$ cat src/rtl/seq_pkg.sv
`default_nettype none
// ============================================================================
//  Module      : seq_pkg
//  Description : Shared types and helper functions for the sequence stream
//                transmitter. Covers the sample-mode and FSM state enums, the
//                sample width, the per-mode next-value rule and the seed
//                zero-to-one mapping.
//  Revision    : 1.0 - initial release
// ============================================================================
package seq_pkg;

    localparam int DATA_W = 4;

    typedef enum logic [1:0] {
        MODE_ASC  = 2'd0,
        MODE_DESC = 2'd1,
        MODE_LFSR = 2'd2,
        MODE_ZIG  = 2'd3
    } mode_e;

    typedef enum logic [1:0] {
        ST_IDLE = 2'd0,
        ST_SEND = 2'd1,
        ST_FIN  = 2'd2
    } state_e;

    // The receiver rejects a zero head sample, so a zero seed is promoted to 1.
    function automatic logic [DATA_W-1:0] seed_fix(input logic [DATA_W-1:0] s);
        return (s == '0) ? DATA_W'(1) : s;
    endfunction

    // Increment on the nonzero ring 1..15.
    function automatic logic [DATA_W-1:0] inc_wrap(input logic [DATA_W-1:0] v);
        return (v == 4'd15) ? 4'd1 : v + 4'd1;
    endfunction

    // Decrement on the nonzero ring 1..15.
    function automatic logic [DATA_W-1:0] dec_wrap(input logic [DATA_W-1:0] v);
        return (v <= 4'd1) ? 4'd15 : v - 4'd1;
    endfunction

    // x^4+x^3+1, left shift; any nonzero state walks all 15 nonzero values.
    function automatic logic [DATA_W-1:0] lfsr_next(input logic [DATA_W-1:0] v);
        return {v[2:0], v[3] ^ v[2]};
    endfunction

    // Next sample for the selected mode. Zigzag toggles between the seed and
    // its ring successor, so it needs the latched seed as a reference.
    function automatic logic [DATA_W-1:0] next_val(
        input mode_e             mode,
        input logic [DATA_W-1:0] v,
        input logic [DATA_W-1:0] seed
    );
        logic [DATA_W-1:0] nv;
        case (mode)
            MODE_ASC:  nv = inc_wrap(v);
            MODE_DESC: nv = dec_wrap(v);
            MODE_LFSR: nv = lfsr_next(v);
            default:   nv = (v == seed) ? inc_wrap(seed) : seed;
        endcase
        return nv;
    endfunction

endpackage
`default_nettype wire

$ cat src/rtl/seq_mono_window.sv
`default_nettype none
// ============================================================================
//  Module      : seq_mono_window
//  Description : Three-deep window over the emitted samples of the current
//                run, counting strictly monotone triples with saturation.
//  Ports       : clk, rst     - clock, synchronous active-high reset
//                cnt_clr_i    - zero the triple counter
//                win_clr_i    - restart the run (window emptied; a sample
//                               pushed in the same cycle becomes its head)
//                push_i       - a sample is being emitted this cycle
//                data_i       - the emitted sample
//                count_o      - saturating monotone-triple count
//  Revision    : 1.0 - initial release
// ============================================================================
module seq_mono_window
    import seq_pkg::*;
#(
    parameter int CNT_W = 8
) (
    input  logic              clk,
    input  logic              rst,
    input  logic              cnt_clr_i,
    input  logic              win_clr_i,
    input  logic              push_i,
    input  logic [DATA_W-1:0] data_i,
    output logic [CNT_W-1:0]  count_o
);

    logic [DATA_W-1:0] old_q;    // oldest retained sample (a)
    logic [DATA_W-1:0] new_q;    // newest retained sample (b)
    logic [1:0]        depth_q;  // number of valid retained samples, 0..2
    logic [CNT_W-1:0]  count_q;
    logic              triple_mono;

    // data_i is the third sample (c) of the triple formed on this push.
    always_comb begin
        triple_mono = (depth_q == 2'd2) &&
                      (((old_q < new_q) && (new_q < data_i)) ||
                       ((old_q > new_q) && (new_q > data_i)));
    end

    always_ff @(posedge clk) begin
        if (rst) begin
            old_q   <= '0;
            new_q   <= '0;
            depth_q <= 2'd0;
            count_q <= '0;
        end else begin
            if (win_clr_i) begin
                old_q   <= '0;
                new_q   <= data_i;
                depth_q <= push_i ? 2'd1 : 2'd0;
            end else if (push_i) begin
                old_q <= new_q;
                new_q <= data_i;
                if (depth_q != 2'd2) begin
                    depth_q <= depth_q + 2'd1;
                end
            end

            if (cnt_clr_i) begin
                count_q <= '0;
            end else if (push_i && !win_clr_i && triple_mono && (count_q != '1)) begin
                count_q <= count_q + CNT_W'(1);
            end
        end
    end

    assign count_o = count_q;

endmodule
`default_nettype wire

$ cat src/rtl/seq_stream_tx.sv
`default_nettype none
// ============================================================================
//  Module      : seq_stream_tx
//  Description : Burst stimulus transmitter for the 4-bit sequence
//                monotonicity receiver. Emits cfg_len nonzero samples on
//                out_valid/out_data and tracks the expected number of
//                strictly monotone triples in parallel.
//  Ports       : clk, rst          - clock, synchronous active-high reset
//                start             - burst request, honoured only when idle
//                cfg_mode/seed/len - sample rule, first sample, burst length
//                hold              - gap request while sending
//                out_valid/out_data- sample stream to the receiver
//                busy, done        - burst in progress / one-cycle end pulse
//                exp_count         - expected triple count, final at done
//  Revision    : 1.0 - initial release
// ============================================================================
module seq_stream_tx
    import seq_pkg::*;
#(
    parameter int LEN_W = 8,
    parameter int CNT_W = 8
) (
    input  logic              clk,
    input  logic              rst,
    input  logic              start,
    input  logic [1:0]        cfg_mode,
    input  logic [DATA_W-1:0] cfg_seed,
    input  logic [LEN_W-1:0]  cfg_len,
    input  logic              hold,
    output logic              out_valid,
    output logic [DATA_W-1:0] out_data,
    output logic              busy,
    output logic              done,
    output logic [CNT_W-1:0]  exp_count
);

    state_e            state_q,     state_d;
    mode_e             mode_q,      mode_d;
    logic [DATA_W-1:0] seed_q,      seed_d;
    logic [DATA_W-1:0] v_q,         v_d;
    logic [LEN_W-1:0]  rem_q,       rem_d;
    logic              out_valid_q, out_valid_d;
    logic [DATA_W-1:0] out_data_q,  out_data_d;
    logic              busy_q,      busy_d;
    logic              done_q,      done_d;

    logic              win_clr;
    logic              cnt_clr;
    logic              push;
    logic [DATA_W-1:0] push_data;
    logic [DATA_W-1:0] start_seed;

    assign start_seed = seed_fix(cfg_seed);

    // rem_q counts samples still to be emitted. The first sample goes out on
    // the accepting edge so it is visible the cycle after start; SEND with
    // rem_q==0 is the cycle in which the last sample is on the outputs.
    always_comb begin
        state_d     = state_q;
        mode_d      = mode_q;
        seed_d      = seed_q;
        v_d         = v_q;
        rem_d       = rem_q;
        out_valid_d = 1'b0;
        out_data_d  = '0;
        busy_d      = 1'b0;
        done_d      = 1'b0;
        win_clr     = 1'b0;
        cnt_clr     = 1'b0;
        push        = 1'b0;
        push_data   = v_q;

        case (state_q)
            ST_IDLE: begin
                if (start) begin
                    mode_d  = mode_e'(cfg_mode);
                    seed_d  = start_seed;
                    cnt_clr = 1'b1;
                    win_clr = 1'b1;
                    busy_d  = 1'b1;
                    if (cfg_len == '0) begin
                        state_d = ST_FIN;
                        done_d  = 1'b1;
                        v_d     = start_seed;
                        rem_d   = '0;
                    end else begin
                        state_d     = ST_SEND;
                        push        = 1'b1;
                        push_data   = start_seed;
                        out_valid_d = 1'b1;
                        out_data_d  = start_seed;
                        v_d         = next_val(mode_e'(cfg_mode), start_seed, start_seed);
                        rem_d       = cfg_len - LEN_W'(1);
                    end
                end
            end

            ST_SEND: begin
                busy_d = 1'b1;
                if (rem_q == '0) begin
                    state_d = ST_FIN;
                    done_d  = 1'b1;
                end else if (hold) begin
                    // Gap on the wire ends the run at the receiver too.
                    win_clr = 1'b1;
                end else begin
                    push        = 1'b1;
                    out_valid_d = 1'b1;
                    out_data_d  = v_q;
                    v_d         = next_val(mode_q, v_q, seed_q);
                    rem_d       = rem_q - LEN_W'(1);
                end
            end

            ST_FIN: begin
                state_d = ST_IDLE;
            end

            default: begin
                state_d = ST_IDLE;
            end
        endcase
    end

    always_ff @(posedge clk) begin
        if (rst) begin
            state_q     <= ST_IDLE;
            mode_q      <= MODE_ASC;
            seed_q      <= DATA_W'(1);
            v_q         <= DATA_W'(1);
            rem_q       <= '0;
            out_valid_q <= 1'b0;
            out_data_q  <= '0;
            busy_q      <= 1'b0;
            done_q      <= 1'b0;
        end else begin
            state_q     <= state_d;
            mode_q      <= mode_d;
            seed_q      <= seed_d;
            v_q         <= v_d;
            rem_q       <= rem_d;
            out_valid_q <= out_valid_d;
            out_data_q  <= out_data_d;
            busy_q      <= busy_d;
            done_q      <= done_d;
        end
    end

    seq_mono_window #(
        .CNT_W (CNT_W)
    ) u_window (
        .clk       (clk),
        .rst       (rst),
        .cnt_clr_i (cnt_clr),
        .win_clr_i (win_clr),
        .push_i    (push),
        .data_i    (push_data),
        .count_o   (exp_count)
    );

    assign out_valid = out_valid_q;
    assign out_data  = out_data_q;
    assign busy      = busy_q;
    assign done      = done_q;

endmodule
`default_nettype wire

$ cat config.mk
export PLATFORM = sky130hd
export DESIGN_NAME = seq_stream_tx
export DESIGN_NICKNAME = d
export VERILOG_FILES = /design/src/rtl/seq_pkg.sv /design/src/rtl/seq_mono_window.sv /design/src/rtl/seq_stream_tx.sv
export SDC_FILE = /design/constraint.sdc
export NUM_CORES = 1
export LEC_CHECK = 0
export CAP_MARGIN = 40
export CELL_PAD_IN_SITES_DETAIL_PLACEMENT = 1
export CELL_PAD_IN_SITES_GLOBAL_PLACEMENT = 1
export CORE_ASPECT_RATIO = 0.75
export CORE_UTILIZATION = 35
export CTS_BUF_LIST = sky130_fd_sc_hd__clkbuf_8 sky130_fd_sc_hd__clkbuf_16
export DETAILED_ROUTE_END_ITERATION = 6
export PLACE_DENSITY_LB_ADDON = 0.1
export SLEW_MARGIN = 20
export SYNTH_ARGS = -nofsm -noshare
export SYNTH_HDL_FRONTEND = slang
export SYNTH_SLANG_ARGS = --single-unit
$ cat constraint.sdc
create_clock -name clk -period 4.64 [get_ports clk]
set_input_delay 0.928 -clock clk [delete_from_list [all_inputs] [get_ports clk]]
set_output_delay 0.928 -clock clk [all_outputs]
set_load 0.02 [all_outputs]
== Word level (Yosys, flattened, before mapping) ==
Cells that the tools add are included.
Widths: inputs -> output; s select.

* Multiplexer cells: 52
* $lt $le $gt $ge: 6
* Equal/unequal tests: 16
* Add/subtract/negate cells: 9
* Bitwise logic cells: 2
* Reductions and logical operators: 22

{| class="wikitable"
|+ Operator list
! kind !! count
|-
| $mux 4 || 20
|-
| $mux 8 || 4
|-
| $pmux 4 s2 || 3
|-
| $logic_not 8->1 || 2
|-
| $pmux 8 s2 || 1
|-
| $sub 8x1->8 const B || 2
|-
| $add 4x1->4 const B || 3
|-
| $eq 4x4->1 const B || 3
|-
| $mux 1 || 12
|-
| $mux 2 || 6
|-
| $pmux 4 s3 || 1
|-
| $ne 2x2->1 const B || 5
|-
| $add 8x1->8 const B || 1
|-
| $gt 4x4->1 || 2
|-
| $le 4x1->1 const B || 2
|-
| $lt 4x4->1 || 2
|-
| $ne 8x8->1 const B || 1
|-
| $pmux 1 s2 || 4
|-
| $sub 4x1->4 const B || 2
|-
| $eq 2x1->1 const B || 3
|-
| $eq 2x2->1 const B || 3
|-
| $logic_and 1x1->1 || 6
|-
| $reduce_and 2->1 || 3
|-
| $reduce_bool 2->1 || 3
|-
| 10 further kinds || 13
|}

* Output and inout port bits: 15
* Input bits: 18
* Word-level logic and storage cells: 120
* Register bits after elaboration: 45

== Longest topological paths before layout ==
Gate-level depths: netlist (run 1).

* Word-level depth: 11
* Mapped depth: 15

== By module ==
Synthesis (run 1) repeated with hierarchy kept, for this count alone.

* Cells, all modules: 419
* Area total of the unflattened synthesis: 3195.6 µm²

{| class="wikitable"
|+ Modules (own cells, without submodules)
! module !! cells each !! times used !! area an instance (µm²) !! seq. area each (µm²)
|-
| seq_stream_tx || 294 || 1 || 2143.3 || 540.5
|-
| seq_mono_window || 125 || 1 || 1052.3 || 360.3
|}

== Worst setup path before layout (run 1) ==
OpenSTA, ideal clock, no wires.

* Kind: input-to-reg
* From: in cfg_len[0]
* To: reg u_window.count_q[4] (netlist: u_window.count_o[4])
* Path slack: 948 ps
* Stages: 15
* Data arrival time: 3622 ps
* Library setup time: 70 ps
* Buffers on the path: 1
* Cells stage by stage: inv_1 > ha_1 > nor3b_1 > nand2_1 > nand2_1 > nor2_1 > a21oi_1 > ha_1 > nand4_1 > o21ai_0 > a21oi_1 > mux2i_1 > clkbuf_1 > or4_1 > a21oi_1

* Longest elaborated chain between the ends: 10
* Elaborated cells between the ends (all ways): 16
* Classes of those cells: order compare: 2; mux: 6; reduce/logical: 8

{| class="wikitable"
|+ RTL lines
! item !! line !! RTL
|-
| from (decl) || seq_stream_tx.sv:28 || <nowiki>input logic [LEN_W-1:0] cfg_len,</nowiki>
|-
| $logic_not 8->1 * || seq_stream_tx.sv:81 || <nowiki>if (cfg_len == '0) begin</nowiki>
|-
| $mux 4 || seq_stream_tx.sv:81 ||
|-
| $mux 4 || seq_stream_tx.sv:75 || <nowiki>if (start) begin</nowiki>
|-
| $mux 4 || seq_stream_tx.sv:73 || <nowiki>case (state_q)</nowiki>
|-
| $lt 4x4->1 or $gt 4x4->1 (tied branches) || seq_mono_window.sv:38, seq_mono_window.sv:39 ||
|-
| $logic_and 1x1->1 (on tied branches) || seq_mono_window.sv:38, seq_mono_window.sv:39 ||
|-
| $logic_or 1x1->1 || seq_mono_window.sv:38 || <nowiki>(((old_q < new_q) && (new_q < data_i)) ||</nowiki>
|-
| $logic_and 1x1->1 || seq_mono_window.sv:37 || <nowiki>triple_mono = (depth_q == 2'd2) &&</nowiki>
|-
| $logic_and 1x1->1 * (2 in a row) || seq_mono_window.sv:63 || <nowiki>end else if (push_i && !win_clr_i && triple_mono && (count_q != '1)) begin</nowiki>
|-
| to (signal assigned) || seq_mono_window.sv:64 || <nowiki>count_q <= count_q + CNT_W'(1);</nowiki>
|-
| to (decl) || seq_mono_window.sv:32 || <nowiki>logic [CNT_W-1:0] count_q;</nowiki>
|}

Every way passes the cells marked *; elsewhere a longest branch is shown, timed or not.
A chain may end at the register's enable or synchronous reset.

== Final worst setup path (run 1) ==
* From: in cfg_len[0]
* To: reg u_window.count_q[3] (netlist: u_window.count_o[3])

* Longest elaborated chain between the ends: 10
* Elaborated cells between the ends (all ways): 16
* Classes of those cells: order compare: 2; mux: 6; reduce/logical: 8

{| class="wikitable"
|+ RTL lines
! item !! line !! RTL
|-
| $logic_not 8->1 * || seq_stream_tx.sv:81 ||
|-
| $mux 4 * || seq_stream_tx.sv:81 ||
|-
| $mux 4 * || seq_stream_tx.sv:75 ||
|-
| $mux 4 * || seq_stream_tx.sv:73 ||
|-
| net push_data[0] || seq_stream_tx.sv:50 || <nowiki>logic [DATA_W-1:0] push_data;</nowiki>
|-
| $lt 4x4->1 or $gt 4x4->1 (tied branches) || seq_mono_window.sv:38, seq_mono_window.sv:39 ||
|-
| $logic_and 1x1->1 (on tied branches) || seq_mono_window.sv:38, seq_mono_window.sv:39 ||
|-
| $logic_or 1x1->1 * || seq_mono_window.sv:38 ||
|-
| $logic_and 1x1->1 * || seq_mono_window.sv:37 ||
|-
| $logic_and 1x1->1 * (2 in a row) || seq_mono_window.sv:63 ||
|}

Mark *: on every way through the listed nets, which the timed path passes. The rest lies on a longest branch.

==> impl_results.md, run 1 <==
- First-pass GRT wire length: 16400 um
- Largest net degree at the start of global routing: 21
- Filler instances: between 1k and 1.5k
- CTS tree: built
- R2R Path End: u_window.count_o[3]
- Post-DP HPWL: 7710 um
- Cell depth of the worst min-delay path: 2
- Post-synth ARST share: 0
- Peak Freq: 0.243 GHz
- Fin Clk Skew: 0.00675 ns
- Total detailed-routing wirelength: 9890 um
- Main flop type after synthesis: dfxtp_1
- Dpl ws: 0.00203 ns
- Synth cell count leaders: 45 x a21oi_1, 45 x dfxtp_1, 45 x nand2_1, 45 x nor2_1, 25 x ha_1
- Area grow syn2layout: 19.6%
- Post CTS Setup Buffer Count: 0
- Clk root buf: clkbuf_16
- Placed Cells: 576
- Layout cell share with drive strength beyond 1: 0.0853
- 1st-pass router iterations: 4
- Worst EP required: 4.86 ns
- Endpoints failing hold: 0
- Final setup viols: 0
- Synthesized instance count: 428
- Startpoint types: input port
- Setup TNS: 0 ns
- Ant. Diodes: 0
- PD cells: 364 nW/um^2
- Critical path arrival: between 4 and 5 ns
- Post-synth top area share: 0.274
- Fin crit share: 0.886
- Final min period: 4.11 ns
- Status: completed
- Clock Latency Late Sink: 0.29 ns
- Die Footprint: 9780 um^2
- CTS Buf Count: 5
- Post-route ant nets: 0
- Largest stage delay, worst path: 0.48 ns
- Grt total ovfl: 0
- CP Cell Sequence: clkdlybuf4s50_1 > inv_1 > ha_1 > nor3b_2 > a21oi_2 > buf_4 > o21ai_0 > ha_1 > nand4_1 > o21ai_0 > a21oi_1 > mux2i_1 > clkbuf_4 > or4_1 > a21oi_1
- # nets final: about 500
- Synth area leaders: dfxtp_1 27%, ha_1 9.5%, a21oi_1 6.9%
- Worst slew margin: 0.454
- Via/cell ratio: 5.46
- Synthesized flop and latch total: 45
- Worst Hold Class: flip-flop to flip-flop
- EDFF count, synth: 0
- RePlAce Congestion: 0.841
- Floorplan core area: 9080 um^2
- R2r startpoint: state_q[0]
- P_leak: 1.47 nW
- CP Buf/Inv Count: 4
- Cell accounting for the most synthesized area: dfxtp_1
- Vias in the first global route: ~3.1k
- Total number of vias: between 3k and 4k
- Clock-pin slew on the worst setup and hold paths: around 0.060 ns
- Hold_buf cts: 0
- Max clock buf depth: 2
- Synthesis Warnings: 0
- Count of cell types in the netlist: between 60 and 70
- First DRT Iteration DRCs: roughly 170
- Worst setup margin: around 0.53 ns
- Slew Viols, Final: 0
- Sequential cell area: 901 um^2
- Port bufs: 32
- Worst-margin pin slew: 0.819 ns
- Crit path from: cfg_len[0]
- Clk sinks: 45
- Drt wl/cell: ~17 um
- Height of the chip: 85.9 um
- GRT Util Overall: 0.215
- Slowest CP cell: clkdlybuf4s50_1
- Initial antenna violation count: 0
- Mapped cell area: 3290 um^2
- Mean Syn Cell Area: 7.68 um^2
- Post-route insts no fill: 585
- Footprint of the multi-input gates: approximately 2200 um^2
- H-tree levels: 2
- # rows: 30
- Crit-path leading delay family: buffers and inverters
- Drc violations: 0
- Critical setup path kind: input port to flip-flop
- Max-cap violation count: 0
- Crit path max fanout: 11
- Mapped Nets: 471
- RSZ-0062 raised after global routing: false
- Peak VDD IR: 0.000162 V
- Critical Path Stages: 15
- Post-CTS resize count: 0
- Seq/Total Area, Yosys: 0.274
- FF-to-FF path depth: 12
- Crit path to: u_window.count_o[3]
- Initial Utilization: 0.362
- Ports: 33
- Die W: between 100 and 150 um
- R2R Setup Slk: 1.58 ns
- Worst Setup End Kind: flip-flop
-- worst reg2reg max path: stages, from the launching register on --
cell and delay (ns):
dfxtp_1 0.37, or3b_1 0.44, a21oi_2 0.25, buf_4 0.21, o21ai_0 0.16, ha_1 0.33, nand4_1 0.09, o21ai_0 0.08
a21oi_1 0.17, mux2i_1 0.10, clkbuf_4 0.19, or4_1 0.48, a21oi_1 0.15
-- sequential cells by signal (all words and copies together), names as in the netlist --
| signal | cells |
|---|---|
| mode_q | 2 |
| out_valid | 1 |
| out_data | 4 |
| u_window.count_o | 8 |
| seed_q | 4 |
| u_window.depth_q | 2 |
| state_q | 2 |
| rem_q | 8 |
| u_window.new_q | 4 |
| v_q | 4 |
| u_window.old_q | 4 |
| done | 1 |
| busy | 1 |
-- routing by layer --
| metal | part of all wire | vias to the layer above | GRT usage |
|---|---|---|---|
| met3 | 0.036 | 8 | 0.0332 |
| met1 | 0.54 | 1538 | 0.332 |
| met5 | 0 | - | 0 |
| met2 | 0.41 | 49 | 0.308 |
| li1 | - | 1600 | - |
| met4 | 0.0081 | 0 | 0.0496 |
-- stage by stage --
step                 util  hold WS [ns]  total power (W)  instance area, um^2
global route        0.433         0.489          0.00152                 3930
floorplan               -         0.432         0.000849                 3290
CTS                 0.431         0.463          0.00143                 3920
finish              0.433         0.458          0.00143                 3930
detailed placement  0.412         0.455         0.000997                 3740
global placement    0.412         0.443         0.000988                 3740
-- layout make-up --
cell class | instances | share of cell area
tap | 128 | 0.0408
clock buffer | 6 | 0.0353
inverter | 23 | 0.0220
sequential | 45 | 0.229
clock inverter | 2 | 0.00860
timing repair buffer | 44 | 0.104
multi-input combinational | 337 | 0.560
-- cells by family after synthesis --
| group | synth area share |
|---|---|
| AOI/OAI and AO/OA | 0.251 |
| xor gates and xnor gates | 0.0240 |
| adders and majority gates | 0.0952 |
| buffers and inverters | 0.0579 |
| DFF | 0.274 |
| muxes | 0.0217 |
| and+or+nand+nor | 0.276 |
-- cells in the final DEF, fill, tap and decap left out, drive strengths merged, types with 3 or more instances in the layout --
cell type	instances
a221oi	3
clkbuf	7
a21oi	46
nor4	9
o31ai	6
mux2i	6
ha	25
dfxtp	45
buf	11
a211oi	10
a31oi	3
nand3	11
o21ai	26
nand2	45
o21bai	3
o21a	3
clkdlybuf4s50	32
nand2b	6
nor2b	6
nor3b	4
or3	5
inv	24
nand3b	3
nor2	48
nor3	16
o211ai	4
xor2	7
or4	5
-- power by group --
part | internal, W | switching (W) | total (W) | leakage [nW]
clock | 0.000267 | 0.000159 | 0.000426 | 0.0883
sequential | 0.000427 | 0.0000526 | 0.000479 | 0.369
combinational | 0.000208 | 0.000316 | 0.000523 | 1.01
total | 0.000902 | 0.000527 | 0.00143 | 1.47
-- how the worst min path moves through the flow --
stage                                  from           endpoint  slack [ns]
after floorplan           u_window.old_q[0]  u_window.old_q[0]        0.43
after global placement    u_window.old_q[0]  u_window.old_q[0]        0.44
after detailed placement  u_window.old_q[0]  u_window.old_q[0]        0.45
after CTS                 u_window.old_q[0]  u_window.old_q[0]        0.46
after global routing      u_window.old_q[2]  u_window.old_q[2]        0.49
final                     u_window.old_q[0]  u_window.old_q[0]        0.46
(Power assumes the default switching activity.)
==> inputs of run 2 (changes only) <==
--- a/config.mk
+++ b/config.mk
@@ -8,7 +8,6 @@
 export CAP_MARGIN = 40
 export CELL_PAD_IN_SITES_DETAIL_PLACEMENT = 1
 export CELL_PAD_IN_SITES_GLOBAL_PLACEMENT = 1
-export CORE_ASPECT_RATIO = 0.75
 export CORE_UTILIZATION = 35
 export CTS_BUF_LIST = sky130_fd_sc_hd__clkbuf_8 sky130_fd_sc_hd__clkbuf_16
 export DETAILED_ROUTE_END_ITERATION = 6
==> impl_results.md, run 2 (synthesis gave the netlist of run 1 again) <==
- Status: completed
- CTS Buf Count: 5
- Max-cap violation count: 0
- CP most frequent cell: a21oi_1
- Total number of vias: about 3.2k
- Ports: 33
- # rows: 34
- Total detailed-routing wirelength: 9790 um
- Worst Hold Class: flip-flop to flip-flop
- P_leak: 1.42 nW
- Crit-path leading delay family: simple AND/OR/NAND/NOR gates
- Total chip power: ~0.0013 W
- Final min period: 4.25 ns
- CTS tree: built
- RePlAce Congestion: ~0.81
- Die Footprint: around 9800 um^2
- Post CTS Setup Buffer Count: 0
- Critical path arrival: 4.49 ns
- Clk sinks: 45
- Crit path max fanout: 8
- Commonest cells after routing, fill and taps aside: 45 x nor2_1, 45 x nand2_1, 45 x a21oi_1, 45 x dfxtp_1, 32 x clkdlybuf4s50_1
- Die W: 98.9 um
- Clk root buf: clkbuf_8
- Layout cell share with drive strength beyond 1: 0.0855
- Largest net degree at the start of global routing: 21
- Drt wl/cell: 17.3 um
- Max clock buf depth: 2
- CP Cell Sequence: clkdlybuf4s50_1 > inv_1 > ha_1 > or3b_2 > nand2_1 > nor2_1 > a21oi_1 > ha_1 > nand4_1 > o21ai_0 > a21oi_1 > mux2i_1 > or4_1 > a21oi_1
- Largest stage delay, worst path: 0.53 ns
- Worst Setup End Kind: flip-flop
- Initial antenna violation count: 0
- First DRT Iteration DRCs: about 110
- Slowest CP cell: or4_1
- Critical setup path kind: input port to flip-flop
- Fin crit share: 0.916
- H-tree levels: 2
- Initial Utilization: 0.370
- RSZ-0062 raised after global routing: false
- Via/cell ratio: 5.65
- CP Buf/Inv Count: 2
- Dpl cell area: ~3700 um^2
- Finished Cell Area: 3820 um^2
- Placed Cells: 555
- 1st-pass router iterations: 4
- Clock Latency Late Sink: approximately 0.31 ns
- Post-DP HPWL: 7590 um
- Drc violations: 0
- PD cells: 333 nW/um^2
- Area grow syn2layout: 16.3%
- Vias in the first global route: about 3k
- GRT Util Overall: 0.206
- First-pass GRT wire length: between 15000 and 20000 um
- Setup TNS: 0 ns
- Ant. Diodes: 0
- Worst-margin pin slew: 0.769 ns
- Post-route ant nets: 0
- Grt total ovfl: 0
- Port bufs: 32
- Clock-pin slew on the worst setup and hold paths: 0.10 ns
- Fin Clk Skew: 0.00446 ns
- Startpoint types: input port
- # nets final: 498
- Endpoints failing hold: 0
- Peak VDD IR: 0.000136 V
- Slew Viols, Final: 0
- Worst EP required: 4.88 ns
- Peak Freq: 0.235 GHz
- Height of the chip: around 99 um
- Post-route insts no fill: 564
- Worst slew margin: 0.486
- Final setup viols: 0
- Floorplan core area: 8890 um^2
## run 2: cell count changes in the layout (fill, tap and decap cells not counted)
cell        change
clkbuf_16       -5
clkbuf_8        +4
inv_6           +2
buf_4           -1
buf_6           +1
bufinv_16       -1
clkbuf_4        -1
clkinvlp_4      +1
inv_1           -1
## run 2: cell type report
cell class / instances / area, um^2
clock buffer: 5 / 68.8
clock inverter: 3 / 25.0
fill: 1092 / 5070
inverter: 23 / 86.3
multi-input combinational: 337 / 2200
sequential: 45 / 901
tap: 108 / 135
timing repair buffer: 43 / 407
## run 2: tightest hold or removal path: cells and delay by family, from the launching register on
family	cells	cell delay, ns
AOI/OAI and AO/OA	1	0.05
DFF	1	0.32
and+or+nand+nor	1	0.05
## run 2: path summary, 6_finish.rpt
kind | start | endpoint | slack (ns) | cells after the start
max | cfg_seed[2] | u_window.count_o[3] | 0.39 | 14
min | u_window.old_q[0] | u_window.old_q[0] | 0.46 | 2
max reg2reg | state_q[0] | u_window.count_o[3] | 1.62 | 11
min reg2reg | u_window.old_q[0] | u_window.old_q[0] | 0.46 | 2
## run 2: per-layer routing
layer	GRT usage	routed length (um)
met1	0.295	5120
met5	0	0
met2	0.335	4370
met3	0.0213	207
met4	0.0413	86
## run 2: per-stage QoR
stage / worst slack (ns) / util / hold slack, ns
after floorplan: 0.948 / - / 0.432
after global placement: 0.287 / 0.418 / 0.443
after detailed placement: 0.0562 / 0.418 / 0.451
after CTS: 0.310 / 0.428 / 0.466
after global routing: 0.152 / 0.430 / 0.503
final: 0.391 / 0.430 / 0.463
## run 2: where the power goes
group	internal, W	switching (W)	total [W]
clock network	0.000110	0.000163	0.000273
registers	0.000426	0.0000577	0.000484
logic	0.000210	0.000307	0.000517
total	0.000747	0.000528	0.00127
## run 2: what timing repair did
item                                    4_1_cts  5_1_grt
hold buffers                                  0        0
gates resized for setup                       0        1
endpoints found under the setup margin        0        2
endpoints found under the hold margin         0        0
